### src/rtl/io_timer.sv
// 16-bit programmable down-counter timer on one 16-port IO bus slot.
// Prescaled ticks decrement the count; expiry latches EXP and optionally reloads.
module io_timer #(
  parameter int PRESCALE_W = 12
) (
  input  logic       busclk_i,
  input  logic       n_reset_i,
  input  logic [3:0] A_i,
  input  logic [7:0] D_i,
  output logic [7:0] D_o,
  input  logic       nWR_i,
  input  logic       nRD_i,
  output logic       interrupt_o
);

  logic [15:0]           reload_q, reload_d;
  logic [15:0]           count_q, count_d;
  logic [7:0]            snap_hi_q, snap_hi_d;
  logic [PRESCALE_W-1:0] pre_q, pre_d;
  logic                  en_q, en_d;
  logic                  auto_q, auto_d;
  logic                  ie_q, ie_d;
  logic [1:0]            ps_q, ps_d;
  logic                  exp_q, exp_d;
  logic                  nwr_prev_q, nwr_prev_d;
  logic                  nrd_prev_q, nrd_prev_d;

  logic                  wr_evt, rd_evt;
  logic                  wr_reload_l, wr_reload_h, wr_ctrl, wr_status;
  logic                  ctrl_stop, tick;
  logic [PRESCALE_W-1:0] mask;

  always_comb begin
    mask = '0;
    case (ps_q)
      2'd0: mask = '0;
      2'd1: mask = PRESCALE_W'(12'h00F);
      2'd2: mask = PRESCALE_W'(12'h0FF);
      2'd3: mask = PRESCALE_W'(12'hFFF);
      default: mask = '0;
    endcase
  end

  // Actions fire only on the high-to-low transition of a strobe.
  always_comb begin
    wr_evt      = !nWR_i && nwr_prev_q;
    rd_evt      = !nRD_i && nrd_prev_q;
    wr_reload_l = wr_evt && (A_i == 4'h0);
    wr_reload_h = wr_evt && (A_i == 4'h1);
    wr_ctrl     = wr_evt && (A_i == 4'h2);
    wr_status   = wr_evt && (A_i == 4'h3);
    ctrl_stop   = wr_ctrl && !D_i[0];
    tick        = en_q && ((pre_q & mask) == mask) && !wr_reload_h && !ctrl_stop;
  end

  always_comb begin
    reload_d   = reload_q;
    count_d    = count_q;
    snap_hi_d  = snap_hi_q;
    en_d       = en_q;
    auto_d     = auto_q;
    ie_d       = ie_q;
    ps_d       = ps_q;
    exp_d      = exp_q;
    nwr_prev_d = nWR_i;
    nrd_prev_d = nRD_i;
    pre_d      = en_q ? pre_q + PRESCALE_W'(1) : '0;

    if (wr_status && D_i[0]) exp_d = 1'b0;

    // Expiry set is applied after the clear so a same-cycle clear loses.
    if (tick) begin
      if (count_q != 16'h0000) begin
        count_d = count_q - 16'd1;
      end else begin
        exp_d = 1'b1;
        if (auto_q) count_d = reload_q - 16'd1;
        else        en_d    = 1'b0;
      end
    end

    if (wr_reload_l) reload_d[7:0] = D_i;
    if (wr_reload_h) begin
      reload_d[15:8] = D_i;
      count_d        = {D_i, reload_q[7:0]};
      pre_d          = '0;
    end
    if (wr_ctrl) begin
      en_d   = D_i[0];
      auto_d = D_i[1];
      ie_d   = D_i[2];
      ps_d   = D_i[5:4];
    end
    if (!en_d) pre_d = '0;

    // Only the high byte of the snapshot is ever read back.
    if (rd_evt && (A_i == 4'h4)) snap_hi_d = count_q[15:8];
  end

  always_ff @(posedge busclk_i or negedge n_reset_i) begin
    if (!n_reset_i) begin
      reload_q   <= 16'hFFFF;
      count_q    <= 16'hFFFF;
      snap_hi_q  <= 8'h00;
      pre_q      <= '0;
      en_q       <= 1'b0;
      auto_q     <= 1'b0;
      ie_q       <= 1'b0;
      ps_q       <= 2'd0;
      exp_q      <= 1'b0;
      nwr_prev_q <= 1'b1;
      nrd_prev_q <= 1'b1;
    end else begin
      reload_q   <= reload_d;
      count_q    <= count_d;
      snap_hi_q  <= snap_hi_d;
      pre_q      <= pre_d;
      en_q       <= en_d;
      auto_q     <= auto_d;
      ie_q       <= ie_d;
      ps_q       <= ps_d;
      exp_q      <= exp_d;
      nwr_prev_q <= nwr_prev_d;
      nrd_prev_q <= nrd_prev_d;
    end
  end

  always_comb begin
    D_o = 8'h00;
    case (A_i)
      4'h0: D_o = reload_q[7:0];
      4'h1: D_o = reload_q[15:8];
      4'h2: D_o = {2'b00, ps_q, 1'b0, ie_q, auto_q, en_q};
      4'h3: D_o = {6'b000000, en_q, exp_q};
      4'h4: D_o = count_q[7:0];
      4'h5: D_o = snap_hi_q;
      default: D_o = 8'h00;
    endcase
  end

  assign interrupt_o = exp_q & ie_q;

endmodule

### config.mk
export PLATFORM = sky130hd
export DESIGN_NAME = io_timer
export DESIGN_NICKNAME = d
export VERILOG_FILES = /design/src/rtl/io_timer.sv
export SDC_FILE = /design/constraint.sdc
export NUM_CORES = 1
export LEC_CHECK = 0
export CAP_MARGIN = 20
export CORE_MARGIN = 10
export CORE_UTILIZATION = 45
export DETAILED_ROUTE_END_ITERATION = 8
export PLACE_DENSITY = 0.76
export SLEW_MARGIN = 20
export SYNTH_ARGS = -nofsm -noshare
export SYNTH_HDL_FRONTEND = slang
export SYNTH_SLANG_ARGS = --single-unit
### constraint.sdc
create_clock -name busclk_i -period 3.4 [get_ports busclk_i]
set_clock_uncertainty 0.15 [all_clocks]
set_input_delay 0.68 -clock busclk_i [delete_from_list [all_inputs] [get_ports busclk_i]]
set_output_delay 0.68 -clock busclk_i [all_outputs]
set_load 0.005 [all_outputs]
==> results.cfg <==
[logic_synthesis]
synthesis.area_um2 = 3630
async_flop_share_pct = 100
ys_ff_latch = 60
synth-edff-count = 0
avgSynthCellArea_um2 = 9.49
yosysWarnings = 0
ys_seq_area_share_pct = 42.5
syn-num-nets = 401
syn_inst = 383
yosys_most_used_dff = dfstp_2
synthDistinctLibCells = 63

[place]
place.gp.congestion = 0.966
dpl.hpwl_um = 7950
io_buffers = 24
placed_cell_area_um2 = 4140
dp_slack_ps = -65.0

[floorplanning]
coreArea_um2 = 7810
die_x_um = 110
ios = 25
rows = 32
start_util_pct = 46.6
die_y_um = 110
dieArea_um2 = 12100

[grt]
grt_pass1_vias = 3253
grt_pass1_wl_um = 17700
gr-usage-all-layers_pct = 18.8
overflow = 0
grt_start_max_net_pins = 44
grt_antenna_before_repair = 0

[pwr]
p_leak_uw = 0.00181
ir_drop_mv = 0.336
p_seq_share_pct = 40.3
p_switching_uw = 1110
clkPwrFrac_pct = 24.1
switching_share_pct = 37.3
pwr-share-comb_pct = 35.6
p_total_uw = 2990
power_density_nw_per_um2 = 683
p_int_uw = 1870

[sta]
timing.slew.headroom_pct = 35.5
min_period_ps = 3220
hold_viol_final = 0
slew_violations = 0
rsz0062_at_grt = false
fmax_mhz = 311
worst_slack_ps = 180
worst_pin_slew_ps = 968
finalSetupViolCount = 0
holdWs_ps = 330
finalCritPeriodShare_pct = 94.7

[setup_path]
regToRegSetupSlack_ps = 180
critPathCaptureType = flop
worstPathArrival_ps = 3350
cp.required_ps = 3540
worst_setup_path_start_kind = flop
cp_max_fo = 5
path_class = flop to flop

[clock_tree]
htreeDepth = 3
clock_sinks = 60
clk_latency_ps = 350
numCtsBuffers = 9
cts_tree = done
cts.path.max_buffers = 2
clk_pin_slew_ps = 80
cts-root-buf = clkbuf_8

[finish]
areaGrowthSynthToFinish_pct = 20.4
final_area_um2 = 4380
diodes = 0
utilization_pct = 56.1
nNetsFinal = 447
drive_gt1_share_pct = 26.5

[flow_run]
max_cap_viol_count = 0

[drt]
drt_iter0_markers = 328
drt-total-wl_um = 10800
viasPerCell = 6.20
vias = 3323
detail-route-antenna-nets = 0
drt-pass1-iter-count = 5
wire_per_inst_um = 20.2
drc = 0

[worst_hold_path]
hold_class = input port to asynchronous set/reset pin

[status]
status = completed
-- placed cells by master (no fill, tap or decap), types with 5 or more instances in the layout --
cell type and n:
a21oi_1 10, a221o_1 7, a31oi_1 8, buf_4 29
clkbuf_8 9, clkdlybuf4s50_1 20, dfrtp_1 26, dfstp_2 34
inv_1 5, mux2_2 15, mux2i_1 8, mux4_2 7
nand2_1 55, nand3_1 9, nand4_1 7, nor2_1 42
nor3_1 9, nor3b_1 5, nor4_1 6, o211ai_1 5
o21ai_0 15, o21bai_1 5, or3_1 6, xor2_1 9
-- layer usage --
metal,up-vias,part of all wire [%],track usage (%)
met4,0,3.3,8.18
met3,32,6.3,3.63
met1,1633,43,24.3
met2,143,48,30.0
li1,1515,-,-
met5,-,0,0
-- path summary, 6_finish.rpt --
| path | startpoint | to | cells after the start |
|---|---|---|---|
| min in group busclk_i | reload_q[14] | reload_q[14] | 2 |
| hold reg to reg | reload_q[14] | reload_q[14] | 2 |
| setup / recovery | count_q[3] | count_q[10] | 11 |
| max in group asynchronous | n_reset_i | reload_q[15] | 2 |
| setup reg to reg | count_q[3] | count_q[10] | 11 |
| hold / removal | n_reset_i | pre_q[10] | 1 |
-- logic make-up after synthesis --
kind of cell / Yosys count / share of synthesized area [%]
XOR/XNOR: 13 / 3.13
adder cells (fa/ha/maj): 2 / 0.688
AO/OA/AOI/OAI: 81 / 15.6
flip-flops: 60 / 42.5
AND/OR/NAND/NOR: 173 / 24.0
multiplexers: 30 / 11.2
buffers and inverters: 24 / 2.89
-- registers in the layout, indices dropped and copies added, names as in the netlist, 2 cells and up --
signal and count:
count_q 16, reload_q 16, pre_q 12, snap_hi_q 8, ps_q 2
-- area by class of cell --
cell class	instances	area, µm²
sequential	60	1540
fill	701	3430
inverter	5	18.8
tap	102	128
multi-input combinational	299	1990
clock buffer	9	124
clock inverter	7	101
timing repair buffer	54	468
-- critical path, stage by stage (launching register included) --
cell and delay (ps):
dfstp_2 370, or4_4 580, or4_1 530, nor2_2 190, a21oi_1 120, ha_1 240, or3b_2 260, nor3_1 50
o31ai_1 100, nor3_1 120, or3_1 350, nand3_1 90
-- power by group through the flow --
stage	clock (µW)	sequential, µW	combinational (µW)
after floorplan	0	1110	723
after global placement	0	1200	1020
after detailed placement	0	1210	1040
after CTS	733	1200	1040
after global routing	769	1230	1160
final	720	1210	1060
-- Yosys cell counts, types with 4 or more instances --
| master | instances | share of area [%] |
|---|---|---|
| or4_1 | 4 | 0.83 |
| nand3_1 | 9 | 1.2 |
| nand2_1 | 55 | 5.7 |
| o21ai_0 | 15 | 2.1 |
| nor4_1 | 6 | 1.0 |
| clkbuf_1 | 13 | 1.3 |
| o211ai_1 | 5 | 1.0 |
| dfstp_2 | 34 | 25 |
| a21oi_1 | 10 | 1.4 |
| a221o_1 | 7 | 1.9 |
| o21bai_1 | 5 | 1.0 |
| dfrtp_1 | 26 | 18 |
| xor2_1 | 9 | 2.2 |
| mux2i_1 | 8 | 2.2 |
| and3_1 | 4 | 0.69 |
| or3_1 | 6 | 1.0 |
| mux4_2 | 7 | 4.3 |
| and2_1 | 4 | 0.69 |
| nor2b_1 | 4 | 0.69 |
| mux2_2 | 15 | 4.6 |
| nor2_1 | 43 | 4.4 |
| nor3b_1 | 5 | 1.0 |
| nor3_1 | 9 | 1.2 |
| a22oi_1 | 5 | 1.0 |
| nand4_1 | 7 | 1.2 |
| xnor2_1 | 4 | 0.96 |
| a31oi_1 | 8 | 1.4 |
| inv_1 | 5 | 0.52 |
-- what timing repair did --
| action | 4_1_cts | 5_1_grt |
|---|---|---|
| pin swaps | 0 | 0 |
| buffers inserted | 0 | 0 |
| endpoints found under the setup margin | 7 | 5 |
| resized for setup | 1 | 5 |
| gates cloned | 0 | 0 |
| hold buffers | 0 | 0 |
-- metrics by stage --
stage	setup TNS [ps]	std cells
after floorplan	0	383
after global placement	0	520
after detailed placement	-236	520
after CTS	0	536
after global routing	0	536
final	0	536
(Power assumes the default switching activity.)
